### config.mk
export PLATFORM = sky130hd
export DESIGN_NAME = spi_ram
export DESIGN_NICKNAME = d
export VERILOG_FILES = /design/src/rtl/spi_ram.sv
export SDC_FILE = /design/constraint.sdc
export NUM_CORES = 2
export LEC_CHECK = 0
export ABC_AREA = 1
export CAP_MARGIN = 20
export CELL_PAD_IN_SITES_DETAIL_PLACEMENT = 0
export CELL_PAD_IN_SITES_GLOBAL_PLACEMENT = 1
export CORE_ASPECT_RATIO = 2
export CORE_MARGIN = 2
export CORE_UTILIZATION = 52
export CTS_CLUSTER_SIZE = 28
export DETAILED_ROUTE_END_ITERATION = 8
export MAX_ROUTING_LAYER = met4
export PLACE_DENSITY_LB_ADDON = 0.15
export SYNTH_ARGS = -nofsm -noshare
export SYNTH_HDL_FRONTEND = slang
export SYNTH_SLANG_ARGS = --single-unit
### constraint.sdc
create_clock -name clk -period 2.6 [get_ports clk]
set_input_delay 0.39 -clock clk [delete_from_list [all_inputs] [get_ports clk]]
set_output_delay 0.39 -clock clk [all_outputs]
set_load 0.05 [all_outputs]
### src/rtl/spi_ram.sv
// spi_ram - byte RAM that acts as the command target of the SPI slave.
//
// Each 10-bit frame carries an opcode in [9:8] and a payload in [7:0]:
//   00 WR_ADDR : load the write address
//   01 WR_DATA : write the payload to mem[wr_addr]
//   10 RD_ADDR : load the read address
//   11 RD_DATA : return mem[rd_addr] on tx_data and raise tx_valid
//
// Out-of-range addresses (>= MEM_DEPTH) are handled as follows:
//   - writes to them are dropped;
//   - reads from them return 8'h00.
//
// Optional feature, macro SPI_RAM_AUTOINC_EN:
//   Each data command post-increments its address register, modulo MEM_DEPTH.
//   This allows burst transfers without re-sending the address.
//
// Ports:
//   clk      in   clock, posedge
//   rst_n    in   asynchronous active-low reset (memory contents are kept)
//   rx_data  in   [9:0] command frame
//   rx_valid in   single-cycle frame strobe
//   tx_data  out  [7:0] read result, held after tx_valid drops
//   tx_valid out  level: high from a RD_DATA until the next non-read frame
module spi_ram #(
  parameter int MEM_DEPTH = 256
) (
  input  logic       clk,
  input  logic       rst_n,
  input  logic [9:0] rx_data,
  input  logic       rx_valid,
  output logic [7:0] tx_data,
  output logic       tx_valid
);

  localparam int AW = (MEM_DEPTH > 1) ? $clog2(MEM_DEPTH) : 1;

  localparam logic [1:0] OP_WR_ADDR = 2'b00;
  localparam logic [1:0] OP_WR_DATA = 2'b01;
  localparam logic [1:0] OP_RD_ADDR = 2'b10;
  localparam logic [1:0] OP_RD_DATA = 2'b11;

  logic [7:0]    r_wr_addr;
  logic [7:0]    r_rd_addr;
  logic [7:0]    r_tx_data;
  logic          r_tx_valid;
  logic [7:0]    r_mem [0:MEM_DEPTH-1];

  logic [1:0]    w_op;
  logic [7:0]    w_payload;
  logic          w_wr_in_range;
  logic          w_rd_in_range;
  logic [AW-1:0] w_wr_idx;
  logic [AW-1:0] w_rd_idx;
  logic [7:0]    w_rd_word;

  assign w_op      = rx_data[9:8];
  assign w_payload = rx_data[7:0];

  // 9-bit compare so MEM_DEPTH = 256 does not overflow the address width.
  assign w_wr_in_range = ({1'b0, r_wr_addr} < 9'(MEM_DEPTH));
  assign w_rd_in_range = ({1'b0, r_rd_addr} < 9'(MEM_DEPTH));
  assign w_wr_idx      = r_wr_addr[AW-1:0];
  assign w_rd_idx      = r_rd_addr[AW-1:0];
  assign w_rd_word     = w_rd_in_range ? r_mem[w_rd_idx] : 8'h00;

`ifdef SPI_RAM_AUTOINC_EN
  // The last legal address and any out-of-range address both wrap to 0.
  logic [7:0] w_wr_next;
  logic [7:0] w_rd_next;
  assign w_wr_next = (w_wr_in_range && ({1'b0, r_wr_addr} != 9'(MEM_DEPTH - 1)))
                     ? r_wr_addr + 8'd1 : 8'd0;
  assign w_rd_next = (w_rd_in_range && ({1'b0, r_rd_addr} != 9'(MEM_DEPTH - 1)))
                     ? r_rd_addr + 8'd1 : 8'd0;
`endif

  // Control and output registers
  always_ff @(posedge clk or negedge rst_n) begin
    if (!rst_n) begin
      r_wr_addr  <= 8'h00;
      r_rd_addr  <= 8'h00;
      r_tx_data  <= 8'h00;
      r_tx_valid <= 1'b0;
    end else if (rx_valid) begin
      case (w_op)
        OP_WR_ADDR: begin
          r_wr_addr  <= w_payload;
          r_tx_valid <= 1'b0;
        end
        OP_WR_DATA: begin
`ifdef SPI_RAM_AUTOINC_EN
          r_wr_addr  <= w_wr_next;
`endif
          r_tx_valid <= 1'b0;
        end
        OP_RD_ADDR: begin
          r_rd_addr  <= w_payload;
          r_tx_valid <= 1'b0;
        end
        default: begin
          r_tx_data  <= w_rd_word;
          r_tx_valid <= 1'b1;
`ifdef SPI_RAM_AUTOINC_EN
          r_rd_addr  <= w_rd_next;
`endif
        end
      endcase
    end
  end

  // Storage array: no reset, so contents survive rst_n
  always_ff @(posedge clk) begin
    if (rx_valid && (w_op == OP_WR_DATA) && w_wr_in_range) begin
      r_mem[w_wr_idx] <= w_payload;
    end
  end

  assign tx_data  = r_tx_data;
  assign tx_valid = r_tx_valid;

endmodule

**Word-level counts from Yosys, hierarchy flattened**

Memories as Yosys holds them, arrays and structs flattened. A register that Yosys moved wholly into a read port is not among the register bits.
Index checks and enable logic that the tools add are counted.

- Bits in registers: 17
- RAM bits: 2048
- Input bits: 13
- Output and inout bits: 9
- Logic and storage cells: 17
- Memories kept: 1

Memories:

| memory | words | width | rd ports | clocked after memory_dff | wr ports | RTL line | RTL |
|---|---|---|---|---|---|---|---|
| r_mem | 256 | 8 | 1 | 1 | 1 | 46 | `logic [7:0] r_mem [0:MEM_DEPTH-1];` |

- Equality and inequality tests: 2
- Mux-type cells: 3
- Bitwise logic cells: 1
- Reductions and logical operators: 7

Operators by type and width:

| cell | number |
|---|---|
| 2-bit AND reduction | 3 |
| 1-bit two-way mux | 3 |
| 3-bit OR reduction | 1 |
| 2-bit by 1-bit equality test with 1-bit output, second input constant | 1 |
| 2-bit equality test, second input constant | 1 |
| 2-bit zero test | 1 |
| 1-bit logical AND | 1 |
| 1-bit zero test | 1 |
| 1-bit inverter | 1 |

**Logic depth before layout (Yosys ltp)**

- Depth after elaboration: 4
- Gate-level depth with buffers: 15
- Mapped depth without buffers: 11

**Worst setup path after synthesis**

Ideal clock, no wire load.

- Path type: input-to-reg
- Start point: input rx_data[8]
- End point: memory r_mem[176][0] (enable)
- Setup time: 0.370 ns
- Data arrival time: 1.714 ns
- Required time: 2.230 ns
- Setup slack: 0.516 ns
- Cell stages on the path: 6
- Path buffers: 2
- Cell sequence: inv_1 > nor3_2 > buf_2 > nand2_1 > clkbuf_1 > nor2_1

- Cells in the longest elaborated chain, start to end: 4

Ends and longest elaborated chain:

| item | RTL line | RTL |
|---|---|---|
| from (decl) | 29 | `input logic [9:0] rx_data,` |
| 2-bit by 1-bit equality test with 1-bit output | 112 | `if (rx_valid && (w_op == OP_WR_DATA) && w_wr_in_range) begin` |
| 1-bit logical AND | 112 |  |
| 1-bit two-way mux | 112 |  |
| 1-bit two-way mux (implied by the code) | 113 | `r_mem[w_wr_idx] <= w_payload;` |
| to (decl) | 46 |  |

No other way between the ends.

==> out/qor_table.md <==
| Group | Quantity | Reported |
| --- | --- | --- |
| critical path | WP buf/inv | 4 |
| die | Number of cell rows | 208 |
| power | Combinational share of power | 17.9% |
| synth | Mapped Avg Cell Area | 11.9 um^2 |
| clock network | Clock Tree Root | clkbuf_16 |
| clock network | Clk_lat worst skew | 0.81 ns |
| layout | Fraction of layout instances using a drive strength above 1 | 13.5% |
| synth | #FFs+latches synth | 2073 |
| worst hold path | Hold Path Class | input pin to flop |
| critical path | Register-to-Register Path Depth | 14 |
| sta | Unrepaired setup endpoints after global routing | yes |
| clock network | Max Buffers Root-to-Sink | 4 |
| die | Core area | 161000 um^2 |
| critical path | Chain of cells forming the critical path | buf_6, clkinv_16, buf_4, clkbuf_16, nand2_1, nand3_1, nand3_1, nand3_1, nand3_2, nand3_1, nand3_1, nand3_1, nand3_1, nand2_1 |
| sta | Clock period minus worst slack | 2.62 ns |
| routing | Total DRC errors in the routed layout | 0 |
| routing | Post-Route WL | 259000 um |
| synth | Biggest area contributors in the synthesized netlist | edfxtp_1 (73%), nand3_1 (12%), nand2_1 (9.5%) |
| layout | Number of filler cells placed in the layout | 12691 |
| clock network | H-Tree Level Count | 4 |
| clock network | Clock buffer count from CTS | 184 |
| routing | Post-detailed-route wirelength per cell | 26.8 um |
| synth | Top-area cell type share of the netlist area | 73.2% |
| routing | First-pass DRT Iterations | 8 |
| routing | Vias per std cell | 5.89 |
| die | Starting Density | 52.3% |
| layout | Net count, final | 7446 |
| synth | Synth Cell Area | 84100 um^2 |
| sta | Slack of the critical path | -0.0225 ns |
| synth | Number of synthesized flops with an enable pin | 2048 |
| sta | Timing-limited maximum frequency | 381 MHz |
| critical path | Data arrival time of the critical path | 3.33 ns |
| flow run | Number of max-cap violations | 0 |
| power | Switching power summed over all nets | 21.9 mW |
| critical path | Critical Path Source Type | flop |
| synth | Most used standard cells in the synthesized netlist | nand2_1 (2119), edfxtp_1 (2048), nand3_1 (2043) |
| global routing | Total routing usage reported by global routing | 31.5% |
| critical path | Class of the most critical setup path | flop to flop |
| clock network | CTS sink count | 2073 |
| sta | Number of endpoints failing setup at the final stage | 1 |
| sta | Worst slew margin | 38.9% |
| sta | Final count of hold timing violations | 0 |
| global routing | Pin count of the biggest net entering global routing | 95 |
| critical path | Most frequent cell on the critical path | nand3_1 |
| synth | Yosys cell types | 16 |
| critical path | R2R Setup Slk | -0.02 ns |
| synth | Seq/Total Area, Yosys | 73.9% |
| sta | Crit share post-route | 101% |
| routing | DRT iter0 DRCs | 5785 |
| power | Power Density | 801 nW/um^2 |
| power | Worst VDD drop | 0.590 mV |
| die | Horiz. Die Dim | 288 um |
| worst hold path | End of the worst hold path | r_mem[201][4] |
| power | Leakage power total | 35.2 nW |
| sta | Layout Skew | 0.0429 ns |
| die | Die Span Y | 573 um |
| worst hold path | Startpoint of the worst hold path | rx_data[4] |
| power | Clk network pwr share | 35.1% |
| critical path | Highest-delay cell along the critical path | dfrtp_4 |
| global routing | Number of global-route vias before repair | 54981 |
| place | GPL Wtd Cong | 0.909 |
| critical path | Cell family with the largest share of critical-path delay | simple AND/OR/NAND/NOR gates |
| global routing | Total congestion overflow | 0 |
| synth | Post-Synthesis Net Count | 7086 |
| die | Io pins | 22 |
| global routing | Initial antenna violation count | 9 |
| routing | Count of nets left with antenna violations after detail routing | 0 |
| worst hold path | Worst Hold Path Cells | 1 |
| critical path | End of the worst register-to-register path | tx_data[0] |
| synth | Post-synth top area cell | edfxtp_1 |
| global routing | Wire length of the first global-routing pass | 366000 um |
| synth | Share of flip-flops with an asynchronous set or reset | 1.21% |
| power | Switching part of the total | 27.9% |
| die | Die area | 165000 um^2 |
| critical path | Delay contributed by the slowest stage of the critical path | 0.48 ns |
| clock network | Worst-path clk slew | 0.07 ns |
| critical path | Critical Path Fanout Max | 37 |
| routing | Total vias in the final route | 56982 |
| clock network | CTS tree | yes |
| critical path | Worst r2r src | r_rd_addr[0] |
| run status | Failing checks | negative setup slack |
| power | Post-layout total power | 78.7 mW |
| place | Port Buffers | 21 |
| critical path | Critical path data required time | 3.31 ns |
| critical path | Nature of the critical path endpoint | flop |
| layout | Area growth from synthesis to final layout | 16.8% |
| sta | Slew at the pin closest to its max-slew limit | 0.917 ns |
| synth | Gate count of the mapped netlist | 7073 |
| synth | Most common flop cell mapped by yosys | edfxtp_1 |
| synth | Synth Warn # | 0 |
| sta | Total count of max-transition violations in the final report | 0 |
| power | Design internal power | 56.7 mW |
| synth | Most common cell in the netlist | nand2_1 |
| run status | Outcome | finished, violations left |
| power | Fraction of power consumed by sequential logic | 47.0% |
| sta | Setup_tns | -0.0225 ns |
| place | Placed wire-length estimate | 156000 um |
==> kinds of logic after synthesis <==
logic type	count (synthesis)	synth area share [%]
AND/OR/NAND/NOR	4449	22.9
buffers and inverters	535	3.08
flip-flops	2073	73.9
AO/OA/AOI/OAI	16	0.0953
==> state kept, by name, summed over array words and instances (netlist names) <==
name	flops
r_mem	2048
r_wr_addr	8
tx_valid	1
r_rd_addr	8
tx_data	8
==> cell usage in the layout (no fill, tap or decap), drive strengths merged <==
master         count
nand2           2119
o21ai             16
dfrtp             25
dlygate4sd2        6
nor4               1
clkinv            78
clkbuf           226
inv               56
nor2             285
diode              4
nand3           2043
edfxtp          2048
clkdlybuf4s50      7
bufinv            23
dlygate4sd3        6
bufbuf             4
clkinvlp          14
nor3               1
buf              617
==> metrics by stage <==
step	setup slack (ns)	instances	hold WS (ns)	util, %	area [um^2]
after floorplan	0.516	7073	0.0944	-	84100
after global placement	-0.270	9301	0.518	56.4	90600
after detailed placement	-0.303	9301	0.505	56.4	90600
after CTS	-0.0136	9647	0.0595	60.5	97100
after global routing	-0.0401	9678	0.0845	61.2	98200
final	-0.0225	9679	0.0793	61.2	98200
==> power groups by stage <==
stage | combinational (mW) | clock (mW) | sequential (mW)
2_1_floorplan | 6.88 | 0 | 37.7
3_3_place_gp | 12.8 | 0 | 37.7
3_5_place_dp | 12.8 | 0 | 37.7
4_1_cts | 13.2 | 27.9 | 37.0
5_1_grt | 14.9 | 29.0 | 37.0
6_report | 14.1 | 27.6 | 37.0
==> how the worst max path moves through the flow <==
stage                 start       endpoint  slack (ns)  cells after the start
2_1_floorplan    rx_data[8]  r_mem[176][0]        0.52                      6
3_3_place_gp   r_rd_addr[1]     tx_data[2]       -0.27                     12
3_5_place_dp   r_rd_addr[1]     tx_data[2]       -0.30                     12
4_1_cts        r_rd_addr[0]     tx_data[0]       -0.01                     13
5_1_grt        r_rd_addr[0]     tx_data[7]       -0.04                     15
6_report       r_rd_addr[0]     tx_data[0]       -0.02                     14
==> per-layer routing <==
layer	track usage, %	wire length [um]	vias up
met5	-	0	-
met4	19.0	17400	0
met3	3.38	16000	631
met2	54.1	136000	2385
met1	35.4	90400	28160
li1	-	-	25806
==> area by class of cell <==
cell class | count | area, um^2 | area share, %
clock buffer | 210 | 4800 | 4.88
clock inverter | 118 | 1190 | 1.21
antenna | 4 | 10.0 | 0.0102
sequential | 2073 | 62100 | 63.3
multi-input combinational | 4465 | 19900 | 20.2
timing repair inverter | 2 | 22.5 | 0.0229
tap | 2100 | 2630 | 2.68
timing repair buffer | 656 | 7300 | 7.44
inverter | 51 | 244 | 0.248
==> repair_timing <==
| item | 4_1_cts | 5_1_grt |
|---|---|---|
| hold endpoints to repair | 75 | 0 |
| endpoints found under the setup margin | 14 | 8 |
| buffers inserted | 5 | 10 |
| cloned | 8 | 18 |
| gates resized for setup | 40 | 123 |
| pin swaps | 0 | 7 |
| hold buffers | 6 | 0 |
Note: power is estimated with default switching activity, not from simulation.
